==> src/rtl/riscv_pkg.sv <==
// Shared RV32I pipeline definitions: datapath widths, ALU opcodes and the
// src1 operand-select encodings.
package riscv_pkg;

  localparam int XLEN = 32;
  localparam int RA_W = 5;

  typedef enum logic [3:0] {
    ALU_AND  = 4'b0000,
    ALU_OR   = 4'b0001,
    ALU_ADD  = 4'b0010,
    ALU_SUB  = 4'b0110,
    ALU_SLT  = 4'b0111,
    ALU_SLTU = 4'b1001,
    ALU_XOR  = 4'b1100,
    ALU_SRL  = 4'b1101,
    ALU_SLL  = 4'b1110,
    ALU_SRA  = 4'b1111
  } alu_op_e;

  // 2'b11 is reserved and behaves like SRC1_ZERO.
  typedef enum logic [1:0] {
    SRC1_RS1  = 2'b00,
    SRC1_PC   = 2'b01,
    SRC1_ZERO = 2'b10
  } src1_sel_e;

endpackage

==> src/rtl/ex_operand_stage_if.sv <==
// Decoded-instruction bundle handed from the ID stage to the execute operand stage.
interface ex_operand_stage_if;
  import riscv_pkg::*;

  logic            id_valid;
  logic [XLEN-1:0] id_pc;
  logic [RA_W-1:0] id_rs1;
  logic [RA_W-1:0] id_rs2;
  logic            id_use_rs1;
  logic            id_use_rs2;
  logic [XLEN-1:0] id_rs1_data;
  logic [XLEN-1:0] id_rs2_data;
  logic [XLEN-1:0] id_imm;
  logic [3:0]      id_alu_ctrl;
  logic [1:0]      id_src1_sel;
  logic            id_src2_imm;
  logic [RA_W-1:0] id_rd;
  logic            id_reg_write;
  logic            id_mem_read;
  logic            id_mem_write;
  logic            id_branch;

  modport master (
    output id_valid, id_pc, id_rs1, id_rs2, id_use_rs1, id_use_rs2,
           id_rs1_data, id_rs2_data, id_imm, id_alu_ctrl, id_src1_sel,
           id_src2_imm, id_rd, id_reg_write, id_mem_read, id_mem_write, id_branch
  );

  modport slave (
    input  id_valid, id_pc, id_rs1, id_rs2, id_use_rs1, id_use_rs2,
           id_rs1_data, id_rs2_data, id_imm, id_alu_ctrl, id_src1_sel,
           id_src2_imm, id_rd, id_reg_write, id_mem_read, id_mem_write, id_branch
  );

endinterface

==> src/rtl/fwd_sel.sv <==
// Two-source priority forwarding mux; source a beats source b, and register x0
// is never forwarded.
module fwd_sel
  import riscv_pkg::*;
(
  input  logic [RA_W-1:0] rs,
  input  logic [XLEN-1:0] base,
  input  logic            a_we,
  input  logic [RA_W-1:0] a_rd,
  input  logic [XLEN-1:0] a_data,
  input  logic            b_we,
  input  logic [RA_W-1:0] b_rd,
  input  logic [XLEN-1:0] b_data,
  output logic [XLEN-1:0] data
);

  always_comb begin
    data = base;
    if (b_we && (b_rd != '0) && (b_rd == rs)) data = b_data;
    if (a_we && (a_rd != '0) && (a_rd == rs)) data = a_data;
  end

endmodule

==> src/rtl/ex_operand_stage.sv <==
// ID/EX pipeline register with WB capture bypass, EX/MEM + MEM/WB operand
// forwarding and load-use hazard detection for the RV32I execute stage.
module ex_operand_stage
  import riscv_pkg::*;
(
  input  logic            clk,
  input  logic            rst,
  input  logic            stall,
  input  logic            flush,
  ex_operand_stage_if.slave id,
  input  logic [RA_W-1:0] exmem_rd,
  input  logic            exmem_reg_write,
  input  logic [XLEN-1:0] exmem_alu_out,
  input  logic [RA_W-1:0] memwb_rd,
  input  logic            memwb_reg_write,
  input  logic [XLEN-1:0] memwb_wdata,
  output logic [XLEN-1:0] src1,
  output logic [XLEN-1:0] src2,
  output logic [3:0]      alu_ctrl,
  output logic [XLEN-1:0] store_data,
  output logic [XLEN-1:0] ex_pc,
  output logic [XLEN-1:0] ex_imm,
  output logic [RA_W-1:0] ex_rd,
  output logic            ex_valid,
  output logic            ex_reg_write,
  output logic            ex_mem_read,
  output logic            ex_mem_write,
  output logic            ex_branch,
  output logic            load_use_stall
);

  logic            valid_p1, reg_write_p1, mem_read_p1, mem_write_p1, branch_p1;
  logic [XLEN-1:0] pc_p1, imm_p1, rs1_data_p1, rs2_data_p1;
  logic [RA_W-1:0] rs1_p1, rs2_p1, rd_p1;
  logic [3:0]      alu_ctrl_p1;
  logic [1:0]      src1_sel_p1;
  logic            src2_imm_p1;

  logic [XLEN-1:0] cap1, cap2, fwd1, fwd2;
  logic            bubble, ctrl_ok;

  // Capture side: a write retiring in WB this cycle is not yet visible in the regfile read.
  fwd_sel u_cap1 (
    .rs(id.id_rs1), .base(id.id_rs1_data),
    .a_we(1'b0), .a_rd('0), .a_data('0),
    .b_we(memwb_reg_write), .b_rd(memwb_rd), .b_data(memwb_wdata),
    .data(cap1)
  );

  fwd_sel u_cap2 (
    .rs(id.id_rs2), .base(id.id_rs2_data),
    .a_we(1'b0), .a_rd('0), .a_data('0),
    .b_we(memwb_reg_write), .b_rd(memwb_rd), .b_data(memwb_wdata),
    .data(cap2)
  );

  assign load_use_stall = valid_p1 && mem_read_p1 && (rd_p1 != '0) && id.id_valid &&
                          ((id.id_use_rs1 && (id.id_rs1 == rd_p1)) ||
                           (id.id_use_rs2 && (id.id_rs2 == rd_p1)));

  assign bubble  = flush || load_use_stall;
  assign ctrl_ok = id.id_valid && !bubble;

  // ---- ID -> EX boundary (p1) ----
  always_ff @(posedge clk) begin
    if (rst) begin
      valid_p1     <= 1'b0;
      reg_write_p1 <= 1'b0;
      mem_read_p1  <= 1'b0;
      mem_write_p1 <= 1'b0;
      branch_p1    <= 1'b0;
      pc_p1        <= '0;
      imm_p1       <= '0;
      rs1_data_p1  <= '0;
      rs2_data_p1  <= '0;
      rs1_p1       <= '0;
      rs2_p1       <= '0;
      rd_p1        <= '0;
      alu_ctrl_p1  <= ALU_AND;
      src1_sel_p1  <= SRC1_RS1;
      src2_imm_p1  <= 1'b0;
    end else if (!stall) begin
      valid_p1     <= ctrl_ok;
      reg_write_p1 <= ctrl_ok && id.id_reg_write;
      mem_read_p1  <= ctrl_ok && id.id_mem_read;
      mem_write_p1 <= ctrl_ok && id.id_mem_write;
      branch_p1    <= ctrl_ok && id.id_branch;
      pc_p1        <= id.id_pc;
      imm_p1       <= id.id_imm;
      rs1_data_p1  <= cap1;
      rs2_data_p1  <= cap2;
      rs1_p1       <= id.id_rs1;
      rs2_p1       <= id.id_rs2;
      rd_p1        <= id.id_rd;
      alu_ctrl_p1  <= id.id_alu_ctrl;
      src1_sel_p1  <= id.id_src1_sel;
      src2_imm_p1  <= id.id_src2_imm;
    end
  end

  // ---- EX operand forwarding (combinational on p1 indices) ----
  fwd_sel u_fwd1 (
    .rs(rs1_p1), .base(rs1_data_p1),
    .a_we(exmem_reg_write), .a_rd(exmem_rd), .a_data(exmem_alu_out),
    .b_we(memwb_reg_write), .b_rd(memwb_rd), .b_data(memwb_wdata),
    .data(fwd1)
  );

  fwd_sel u_fwd2 (
    .rs(rs2_p1), .base(rs2_data_p1),
    .a_we(exmem_reg_write), .a_rd(exmem_rd), .a_data(exmem_alu_out),
    .b_we(memwb_reg_write), .b_rd(memwb_rd), .b_data(memwb_wdata),
    .data(fwd2)
  );

  always_comb begin
    src1 = '0;
    case (src1_sel_p1)
      SRC1_RS1: src1 = fwd1;
      SRC1_PC:  src1 = pc_p1;
      default:  src1 = '0;
    endcase
  end

  assign src2         = src2_imm_p1 ? imm_p1 : fwd2;
  assign store_data   = fwd2;
  assign alu_ctrl     = alu_ctrl_p1;
  assign ex_pc        = pc_p1;
  assign ex_imm       = imm_p1;
  assign ex_rd        = rd_p1;
  assign ex_valid     = valid_p1;
  assign ex_reg_write = reg_write_p1;
  assign ex_mem_read  = mem_read_p1;
  assign ex_mem_write = mem_write_p1;
  assign ex_branch    = branch_p1;

endmodule

==> src/flat_wrapper.sv <==
// flat-port wrapper written by rule: the top's interface ports become plain ports
module ex_operand_stage_flat import riscv_pkg::*;
  (clk, rst, stall, flush, exmem_rd, exmem_reg_write, exmem_alu_out, memwb_rd, memwb_reg_write, memwb_wdata, src1, src2, alu_ctrl, store_data, ex_pc, ex_imm, ex_rd, ex_valid, ex_reg_write, ex_mem_read, ex_mem_write, ex_branch, load_use_stall, id_id_valid, id_id_pc, id_id_rs1, id_id_rs2, id_id_use_rs1, id_id_use_rs2, id_id_rs1_data, id_id_rs2_data, id_id_imm, id_id_alu_ctrl, id_id_src1_sel, id_id_src2_imm, id_id_rd, id_id_reg_write, id_id_mem_read, id_id_mem_write, id_id_branch);
  ex_operand_stage_if id_i ();
  input  logic clk;
  input  logic rst;
  input  logic stall;
  input  logic flush;
  input  logic [RA_W-1:0] exmem_rd;
  input  logic exmem_reg_write;
  input  logic [XLEN-1:0] exmem_alu_out;
  input  logic [RA_W-1:0] memwb_rd;
  input  logic memwb_reg_write;
  input  logic [XLEN-1:0] memwb_wdata;
  output logic [XLEN-1:0] src1;
  output logic [XLEN-1:0] src2;
  output logic [3:0] alu_ctrl;
  output logic [XLEN-1:0] store_data;
  output logic [XLEN-1:0] ex_pc;
  output logic [XLEN-1:0] ex_imm;
  output logic [RA_W-1:0] ex_rd;
  output logic ex_valid;
  output logic ex_reg_write;
  output logic ex_mem_read;
  output logic ex_mem_write;
  output logic ex_branch;
  output logic load_use_stall;
  input wire logic [$bits(id_i.id_valid)-1:0] id_id_valid;
  input wire logic [$bits(id_i.id_pc)-1:0] id_id_pc;
  input wire logic [$bits(id_i.id_rs1)-1:0] id_id_rs1;
  input wire logic [$bits(id_i.id_rs2)-1:0] id_id_rs2;
  input wire logic [$bits(id_i.id_use_rs1)-1:0] id_id_use_rs1;
  input wire logic [$bits(id_i.id_use_rs2)-1:0] id_id_use_rs2;
  input wire logic [$bits(id_i.id_rs1_data)-1:0] id_id_rs1_data;
  input wire logic [$bits(id_i.id_rs2_data)-1:0] id_id_rs2_data;
  input wire logic [$bits(id_i.id_imm)-1:0] id_id_imm;
  input wire logic [$bits(id_i.id_alu_ctrl)-1:0] id_id_alu_ctrl;
  input wire logic [$bits(id_i.id_src1_sel)-1:0] id_id_src1_sel;
  input wire logic [$bits(id_i.id_src2_imm)-1:0] id_id_src2_imm;
  input wire logic [$bits(id_i.id_rd)-1:0] id_id_rd;
  input wire logic [$bits(id_i.id_reg_write)-1:0] id_id_reg_write;
  input wire logic [$bits(id_i.id_mem_read)-1:0] id_id_mem_read;
  input wire logic [$bits(id_i.id_mem_write)-1:0] id_id_mem_write;
  input wire logic [$bits(id_i.id_branch)-1:0] id_id_branch;
  assign id_i.id_valid = id_id_valid;
  assign id_i.id_pc = id_id_pc;
  assign id_i.id_rs1 = id_id_rs1;
  assign id_i.id_rs2 = id_id_rs2;
  assign id_i.id_use_rs1 = id_id_use_rs1;
  assign id_i.id_use_rs2 = id_id_use_rs2;
  assign id_i.id_rs1_data = id_id_rs1_data;
  assign id_i.id_rs2_data = id_id_rs2_data;
  assign id_i.id_imm = id_id_imm;
  assign id_i.id_alu_ctrl = id_id_alu_ctrl;
  assign id_i.id_src1_sel = id_id_src1_sel;
  assign id_i.id_src2_imm = id_id_src2_imm;
  assign id_i.id_rd = id_id_rd;
  assign id_i.id_reg_write = id_id_reg_write;
  assign id_i.id_mem_read = id_id_mem_read;
  assign id_i.id_mem_write = id_id_mem_write;
  assign id_i.id_branch = id_id_branch;
  ex_operand_stage u_core (.clk(clk), .rst(rst), .stall(stall), .flush(flush), .id(id_i), .exmem_rd(exmem_rd), .exmem_reg_write(exmem_reg_write), .exmem_alu_out(exmem_alu_out), .memwb_rd(memwb_rd), .memwb_reg_write(memwb_reg_write), .memwb_wdata(memwb_wdata), .src1(src1), .src2(src2), .alu_ctrl(alu_ctrl), .store_data(store_data), .ex_pc(ex_pc), .ex_imm(ex_imm), .ex_rd(ex_rd), .ex_valid(ex_valid), .ex_reg_write(ex_reg_write), .ex_mem_read(ex_mem_read), .ex_mem_write(ex_mem_write), .ex_branch(ex_branch), .load_use_stall(load_use_stall));
endmodule
==> config.mk <==
export PLATFORM = sky130hd
export DESIGN_NAME = ex_operand_stage_flat
export DESIGN_NICKNAME = d
export VERILOG_FILES = /design/src/rtl/riscv_pkg.sv /design/src/rtl/ex_operand_stage_if.sv /design/src/rtl/fwd_sel.sv /design/src/rtl/ex_operand_stage.sv /design/src/flat_wrapper.sv
export SDC_FILE = /design/constraint.sdc
export NUM_CORES = 1
export LEC_CHECK = 0
export CORE_AREA = 2 2 159 161
export DETAILED_ROUTE_END_ITERATION = 8
export DIE_AREA = 0 0 161 163
export PLACE_DENSITY = 0.74
export REMOVE_ABC_BUFFERS = 1
export SYNTH_ARGS = -nofsm -noshare
export SYNTH_HDL_FRONTEND = slang
export SYNTH_SLANG_ARGS = --single-unit
==> constraint.sdc <==
create_clock -name clk -period 3.4 [get_ports clk]
set_input_delay 0.68 -clock clk [delete_from_list [all_inputs] [get_ports clk]]
set_output_delay 0.68 -clock clk [all_outputs]
set_load 0.02 [all_outputs]
* After elaboration in Yosys (flattened, before gate mapping)
Index checks and enable logic that the tools add are counted.
** Storage, ports and cells
- Bits in registers :: 155
- Input port bits :: 237
- Word-level logic and storage cells :: 58
** Cells by class
- Equality and inequality tests :: 9
- Mux-type cells :: 8
- Reductions and logical operators :: 26
** Operators by type and width (count)
- two-way mux 32 bit :: 7
- case mux 32 bit (2 select lines) :: 1
- equality test 5 bit :: 8
- logical AND 1 bit :: 19
- nonzero test 5 bit :: 3
- equality test 2 x 1 -> 1 bit (second input constant) :: 1
- zero test 2 bit :: 1
- logical OR 1 bit :: 2
- zero test 1 bit :: 1

* Depth between registers and ports, before layout
Gate-level depths: netlist of run 1.
- Depth after elaboration :: 8
- Depth in mapped cells :: 8
- Mapped depth without buffers :: 5

* Cells and area by module
From an unflattened synthesis of run 1, not the netlist that was laid out.
** Second synthesis, totals
- Cell total of the unflattened synthesis :: 1379
- Area, all modules :: 11104.4 um2
** By module, submodules not included
- ex_operand_stage :: instances 1, cells an instance 639, area each 6490.0 um2
- fwd_sel :: instances 4, cells an instance 185, area each 1153.6 um2

* Worst setup path after synthesis of run 1
Ideal clock, no wire load.
- Path type :: input-to-output
- Start :: input memwb_rd[0]
- End :: output src2[10]
- Data arrival time :: 2771 ps
- Data required time :: 2720 ps
- Slack :: -51 ps
- Stages :: 7
- Cell sequence :: buf_2 > or4_4 > o211ai_2 > clkbuf_1 > o21ai_1 > a31oi_1 > mux2_2
** Between the ends
- Word-level cells in the longest chain between the ends :: 6
- Elaborated cells on any way between the ends :: 7
** Ends and longest elaborated chain
- from (decl) :: RTL line flat_wrapper.sv:12 : input logic [RA_W-1:0] memwb_rd;
- nonzero test 5 bit :: RTL line fwd_sel.sv:19 : if (b_we && (b_rd != '0) && (b_rd == rs)) data = b_data;
- logical AND 1 bit :: RTL line fwd_sel.sv:19
- logical AND 1 bit (*) :: RTL line fwd_sel.sv:19
- two-way mux 32 bit (*) :: RTL line fwd_sel.sv:19
- two-way mux 32 bit (*) :: RTL line fwd_sel.sv:20 : if (a_we && (a_rd != '0) && (a_rd == rs)) data = a_data;
- named net store_data[10] :: RTL line flat_wrapper.sv:18 : output logic [XLEN-1:0] store_data;
- two-way mux 32 bit (*) :: RTL line ex_operand_stage.sv:125 : assign src2 = src2_imm_p1 ? imm_p1 : fwd2;
- to (decl) :: RTL line flat_wrapper.sv:16 : output logic [XLEN-1:0] src2;
Mark *: on every way through the listed nets, which the timed path passes. The rest lies on a longest branch.

* Final worst setup path of run 1
- Start :: input memwb_rd[3]
- End :: output src1[4]
** Between the ends
- Word-level cells in the longest chain between the ends :: 6
- Elaborated cells on any way between the ends :: 7
** Ends and longest elaborated chain
- nonzero test 5 bit :: RTL line fwd_sel.sv:19
- logical AND 1 bit :: RTL line fwd_sel.sv:19
- logical AND 1 bit (*) :: RTL line fwd_sel.sv:19
- two-way mux 32 bit (*) :: RTL line fwd_sel.sv:19
- two-way mux 32 bit (*) :: RTL line fwd_sel.sv:20
- case mux 32 bit (2 select lines) (*) :: RTL line ex_operand_stage.sv:118 : case (src1_sel_p1)
- to (decl) :: RTL line flat_wrapper.sv:15 : output logic [XLEN-1:0] src1;
Mark *: on every way between the ends. The rest lies on a longest branch, timed or not.

==> impl_metrics.csv, run 1 <==
group,metric,value,unit
status,status,"complete, but fails checks",
status,failed_checks,"setup timing",
critical_path,crit_type,"in2out",
final_layout,nNetsFinal,1749,
timing,hold_ws,494,ps
critical_path,crit_path_end_kind,"output port",
clocking,cts_htree_levels,4,
yosys,synth_cells,1067,
critical_path,timing.rr.end,"u_core.ex_mem_write$_SDFFE_PP0N_",
timing,report.final.setup_viol,3,
power_and_ir_drop,p_leak,6.11,nW
placed_design,dp_hpwl,27100,um
clocking,insertion_delay,430,ps
critical_path,crit_top_cell,"buf_12",
timing,fin_ws,-39.6,ps
final_layout,diodes,0,
yosys,syn_avg_cell_area,8.42,um2
timing,relSlewSlack,24.0,%
die,rows,58,
placed_design,gp_congestion,0.825,
hold_path,hp-class,"reg2reg",
drt,routedWlPerCell,22.0,um
timing,min_period,3440,ps
drt,routed_wl,40800,um
power_and_ir_drop,p_per_area,389,nW/um2
hold_path,holdPathStages,1,
die,die_w,161,um
critical_path,reg2reg_slack,1640,ps
timing,fmax,291,MHz
global_routing,grt_pass1_wl,59800,um
die,die_h,163,um
timing,tns,-64.7,ps
die,die-area,26200,um2
critical_path,r2r-start,"u_core.ex_rd[0]$_SDFFE_PP0N_",
clocking,clockBufferDepth,2,
drt,dr_total_vias,10600,
global_routing,grt_max_degree,179,
die,initial_core_util,36.4,%
global_routing,grt.overflow.total,0,
clocking,clock-root-buffer,"clkbuf_16",
final_layout,nFillCells,2112,
hold_path,min_to,"u_core.ex_reg_write$_SDFFE_PP0N_",
timing,timing.final.crit_share,101,%
power_and_ir_drop,finalPower,0.00596,W
critical_path,crit_path_top_delay_cell,"or4b_4",
yosys,ys_warn_count,0,
global_routing,track_usage,29.3,%
critical_path,cp_max_fo,5,
drt,drc_errors,0,
die,ios,412,
final_layout,final_common_cell,"clkdlybuf4s50_1",
clocking,numCtsBuffers,17,
timing,skew,9.01,ps
hold_path,hold_path.startpoint,"u_core.ex_reg_write$_SDFFE_PP0N_",
yosys,synth_cell_type_count,42,
timing,worst_pin_slew,1140,ps
global_routing,antenna_found_initial,1,
clocking,cts_tree,"done",
critical_path,slowest_delay,580,ps
placed_design,port_buffers,411,
final_layout,synthToLayoutAreaGrowth,70.7,%
drt,vias_per_cell,5.71,
critical_path,cp_cell_sequence,"buf_12 > xor2_4 > nand2b_4 > or4b_4 > buf_12 > buf_16 > a221o_1 > a32o_2 > buf_6",
global_routing,grt_pass1_vias,10600,
critical_path,worstPathRequired,2720,ps
yosys,syn-cell-area,8980,um2
flow_run,drv_cap,0,
drt,drt-initial-drc-count,900,
critical_path,cp.arrival,2760,ps
final_layout,stdcell_count,1854,
yosys,yosys_register_bits,155,
final_layout,layout-drive-gt1-share,22.9,%
clocking,cts_sinks,155,
critical_path,worstSetupStartpointType,"input pin",
clocking,clkTransAtPathRegs,70,ps
placed_design,dp_cells,1794,
critical_path,rr_worst_depth,6,
final_layout,final_core_util,62.1,%
die,coreArea,24700,um2
timing,rsz0062_at_grt,"true",
timing,drv_slew,0,
timing,hold_viol,0,
power_and_ir_drop,vdd_drop_max,0.000278,V
drt,firstDrtPassIters,5,
final_layout,final_cell_mix,"clkdlybuf4s50_1 (301), nor2_1 (151), dfxtp_1 (151)",
drt,antenna_left,0,
yosys,synth.yosys.seq_area_share,34.6,%
[critical path, delay by kind of cell]
| family | cells | cell delay [ps] |
|---|---|---|
| AOI/OAI and AO/OA | 2 | 640 |
| xor gates and xnor gates | 1 | 170 |
| buffers and inverters | 4 | 550 |
| and+or+nand+nor | 2 | 710 |
[how the worst max path moves through the flow]
stage / startpoint / endpoint / slack, ps / depth (start not counted)
global route: memwb_rd[3] / src1[4] / -80 / 9
global placement: memwb_rd[3] / src1[12] / -760 / 9
detailed placement: memwb_rd[3] / src1[4] / -780 / 9
CTS: memwb_rd[3] / src1[4] / -80 / 10
floorplan: exmem_rd[4] / src1[0] / -1970 / 5
finish: memwb_rd[3] / src1[4] / -40 / 9
[metrics by stage]
stage	cell area, um2	worst slack, ps
after floorplan	8500	-1970
after detailed placement	14100	-784
after global placement	14100	-759
after CTS	15200	-78.6
after global routing	15300	-77.5
final	15300	-39.6
[state kept, by name, indices dropped and copies added, names as in the netlist, 2 cells and up]
signal              count
u_core.rs2_p1           5
u_core.rs1_p1           5
u_core.ex_rd            5
u_core.rs1_data_p1     32
u_core.rs2_data_p1     32
u_core.alu_ctrl         4
u_core.ex_imm          32
u_core.src1_sel_p1      2
u_core.ex_pc           32
[power by group]
part           switching (W)  leakage (nW)  internal [W]
clock               0.000861         0.293       0.00124
sequential         0.0000983          1.29       0.00193
combinational       0.000884          4.54      0.000943
[timing repair]
item                       CTS  global route
setup endpoints to repair   97            84
gates resized for setup    505            42
pin swaps                   62            17
gates cloned                 5             3
hold buffers                 0             0
buffers inserted            15             8
[area by class of cell]
class                   count  area [um2]  area share (%)
multi-input cells         797        5760            37.6
repair buffers            539        5410            35.3
flip-flops and latches    155        3110            20.3
clock buffers              19         433            2.82
well taps                 330         413            2.69
clock inverters            12         189            1.23
inverters                   2        7.51          0.0490
[Yosys cell counts]
master	count	area share (%)
or4_1	3	0.25
buf_6	5	0.63
a32o_1	35	3.9
nand3_1	36	2.0
nor4_1	4	0.28
nor4_4	1	0.24
nor4_2	1	0.14
o211ai_2	2	0.28
o211a_1	1	0.11
nand3b_1	1	0.084
mux2i_1	86	9.6
xor2_2	1	0.18
mux2_2	32	4.0
nand2b_4	1	0.15
a2111oi_0	62	6.0
xnor2_1	22	2.1
o21ai_1	33	1.8
a31oi_1	32	2.2
nor2_1	154	6.4
a221oi_1	1	0.098
a2111oi_1	2	0.22
xor2_1	17	1.7
a221o_1	31	3.5
a22o_1	1	0.098
nand2_1	34	1.4
o2111ai_1	1	0.098
buf_2	17	0.95
nand4_1	2	0.14
o21ai_2	1	0.098
a21o_1	1	0.084
or4b_4	1	0.15
nor2b_1	66	4.6
dfxtp_1	155	35
inv_1	2	0.084
nor4b_1	1	0.098
or2_1	1	0.070
clkbuf_1	85	3.6
buf_1	6	0.25
nand2b_1	31	2.2
o41ai_1	1	0.098
nor3_1	97	5.4
or4_4	1	0.13
[per-layer routing]
metal | routed length (um) | GRT usage (%)
met3 | 3160 | 6.57
met1 | 16700 | 35.7
met2 | 19700 | 50.7
met5 | 11 | 0
met4 | 1310 | 10.8
[cells by family (layout without fill, tap and decap cells)]
group / after synthesis / count (layout) / share of synthesized area (%)
AND/OR/NAND/NOR: 435 / 435 / 23.8
flip-flops: 155 / 155 / 34.6
XOR/XNOR: 40 / 40 / 3.98
AO/OA/AOI/OAI: 204 / 204 / 18.7
buffers and inverters: 115 / 572 / 5.46
multiplexers: 118 / 118 / 13.6
Note: power is estimated with default switching activity, not from simulation.
==> inputs of run 2 (changes only) <==
--- a/config.mk
+++ b/config.mk
@@ -5,10 +5,9 @@
 export SDC_FILE = /design/constraint.sdc
 export NUM_CORES = 1
 export LEC_CHECK = 0
-export CORE_AREA = 2 2 159 161
+export CORE_UTILIZATION = 25
 export DETAILED_ROUTE_END_ITERATION = 8
-export DIE_AREA = 0 0 161 163
-export PLACE_DENSITY = 0.74
+export PLACE_DENSITY = 0.55
 export REMOVE_ABC_BUFFERS = 1
 export SYNTH_ARGS = -nofsm -noshare
 export SYNTH_HDL_FRONTEND = slang
==> impl_metrics.csv, run 2 (same netlist as run 1, synthesis figures left out) <==
group,metric,value,unit
hold_path,hp-class,"reg2reg",
critical_path,cp.arrival,2760,ps
critical_path,timing.rr.end,"u_core.ex_branch$_SDFFE_PP0N_",
final_layout,final-seq-area,3110,um2
timing,worst_pin_slew,1080,ps
critical_path,reg2reg_slack,1670,ps
timing,report.final.setup_viol,16,
power_and_ir_drop,clockPowerShare,34.9,%
status,status,"complete, but fails checks",
power_and_ir_drop,intPower,0.00421,W
clocking,insertion_delay,440,ps
timing,drv_slew,0,
flow_run,drv_cap,0,
critical_path,slowest_delay,600,ps
timing,rsz0062_at_grt,"true",
critical_path,r2r-start,"u_core.ex_rd[0]$_SDFFE_PP0N_",
die,die-area,36700,um2
final_layout,final_area,15800,um2
drt,antenna_left,0,
clocking,clkTransAtPathRegs,60,ps
die,rows,69,
critical_path,worstPathRequired,2720,ps
power_and_ir_drop,power_frac_comb,31.3,%
hold_path,min_to,"u_core.ex_mem_write$_SDFFE_PP0N_",
power_and_ir_drop,swShare,30.1,%
hold_path,hold_path.startpoint,"u_core.ex_mem_write$_SDFFE_PP0N_",
critical_path,cp_max_fo,9,
hold_path,holdPathStages,1,
power_and_ir_drop,finalPower,0.00602,W
clocking,cts_sinks,155,
global_routing,grt_max_degree,178,
die,coreArea,35500,um2
timing,min_period,3440,ps
global_routing,grt_pass1_vias,10200,
critical_path,critPathBufInv,4,
die,die_h,192,um
drt,routed_wl,42700,um
final_layout,layout-drive-gt1-share,24.2,%
power_and_ir_drop,vdd_drop_max,0.000352,V
placed_design,dp_hpwl,29800,um
clocking,clock-root-buffer,"clkbuf_16",
drt,vias_per_cell,5.13,
drt,dr_total_vias,10200,
critical_path,cp_top_family,"simple AND/OR/NAND/NOR gates",
global_routing,grt.overflow.total,0,
power_and_ir_drop,pwr-share-seq,33.8,%
clocking,cts_hold_buf,0,
power_and_ir_drop,p_switching,0.00181,W
clocking,cts_tree,"done",
timing,timing.final.crit_share,101,%
drt,routedWlPerCell,21.4,um
timing,tns,-175,ps
die,ios,412,
clocking,cts_htree_levels,4,
critical_path,cp_cell_sequence,"buf_6 > xor2_4 > nand2b_4 > or4b_4 > buf_12 > buf_12 > a221o_1 > a32o_1 > buf_6",
placed_design,port_buffers,411,
timing,hold_viol,0,
clocking,clockBufferDepth,2,
placed_design,gp_congestion,0.842,
critical_path,worstSetupStartpointType,"input pin",
timing,relSlewSlack,28.1,%
final_layout,final_cell_mix,"clkdlybuf4s50_1 (301), dfxtp_1 (153), nor2_1 (151)",
timing,fin_ws,-43.2,ps
global_routing,antenna_found_initial,2,
global_routing,track_usage,22.8,%
final_layout,synthToLayoutAreaGrowth,76.2,%
drt,drt-initial-drc-count,582,
final_layout,final_common_cell,"clkdlybuf4s50_1",
clocking,numCtsBuffers,17,
die,initial_core_util,25.3,%
placed_design,place_area,14400,um2
drt,drc_errors,0,
power_and_ir_drop,p_leak,6.23,nW
critical_path,crit_path_top_delay_cell,"or4b_4",
critical_path,crit_path_end_kind,"output port",
drt,firstDrtPassIters,5,
final_layout,diodes,0,
critical_path,crit_type,"in2out",
global_routing,grt_pass1_wl,62400,um
die,die_w,192,um
final_layout,nFillCells,3472,
timing,fmax,290,MHz
final_layout,nNetsFinal,1756,
power_and_ir_drop,p_per_area,380,nW/um2
timing,skew,3.68,ps
placed_design,dp_slack,-905,ps
critical_path,rr_worst_depth,6,
final_layout,multi_input_area,5930,um2
status,failed_checks,"setup timing",
==> run 2: worst max path at each step <==
| stage | start | endpoint | slack (ps) | cells after the start |
|---|---|---|---|---|
| 6_report | memwb_rd[3] | src1[10] | -40 | 9 |
| 5_1_grt | exmem_reg_write | src2[21] | -80 | 8 |
| 4_1_cts | u_core.rs1_p1[3]$_SDFFE_PP0N_ | src1[1] | -1 | 8 |
| 3_5_place_dp | memwb_rd[3] | src2[25] | -900 | 9 |
| 3_3_place_gp | memwb_rd[3] | src2[7] | -890 | 8 |
| 2_1_floorplan | exmem_rd[4] | src1[0] | -1970 | 5 |
==> run 2: routing by layer <==
metal	track usage, %	share of wire (%)
met1	28.1	43
met2	38.0	47
met3	6.99	8.1
met4	6.50	2.1
met5	0	0.030
==> run 2: what timing repair did <==
action                     CTS  global route
cloned                       7             0
setup endpoints to repair   96            83
pin swaps                   54            36
buffers inserted            16             0
gates resized for setup    519            72
==> run 2: area by class of cell <==
| cell class | instances | area share, % |
|---|---|---|
| clock buffers | 24 | 3.30 |
| clock inverters | 6 | 0.680 |
| inverters | 2 | 0.0474 |
| multi-input cells | 797 | 37.5 |
| flip-flops and latches | 155 | 19.6 |
| well taps | 461 | 3.64 |
| repair buffers | 546 | 35.2 |
==> run 2: worst reg2reg max path, delay by kind of cell (launching register included) <==
family          cells  cell delay [ps]
flops               1              480
simple gates        2              440
compound gates      2              430
buf+inv             1              150
xor+xnor            1              140
==> run 2: per-stage QoR <==
stage	cells	util (%)	hold WS (ps)
floorplan	954	-	480
global placement	1944	40.6	452
detailed placement	1944	40.6	461
CTS	1996	44.2	481
global route	1991	44.6	512
finish	1991	44.6	481
==> run 2: power by group through the flow <==
stage / clock (W) / combinational [W] / sequential, W
after floorplan: 0 / 0.000645 / 0.00211
after global placement: 0 / 0.00176 / 0.00207
after detailed placement: 0 / 0.00178 / 0.00207
after CTS: 0.00215 / 0.00186 / 0.00203
after global routing: 0.00223 / 0.00200 / 0.00205
final: 0.00210 / 0.00189 / 0.00203
==> inputs of run 3 (changes only) <==
--- a/config.mk
+++ b/config.mk
@@ -5,6 +5,7 @@
 export SDC_FILE = /design/constraint.sdc
 export NUM_CORES = 1
 export LEC_CHECK = 0
+export ABC_AREA = 0
 export CORE_UTILIZATION = 25
 export DETAILED_ROUTE_END_ITERATION = 8
 export PLACE_DENSITY = 0.55
==> results of run 3 <==
Final layout, timing and power as in run 2 (identical DEF).
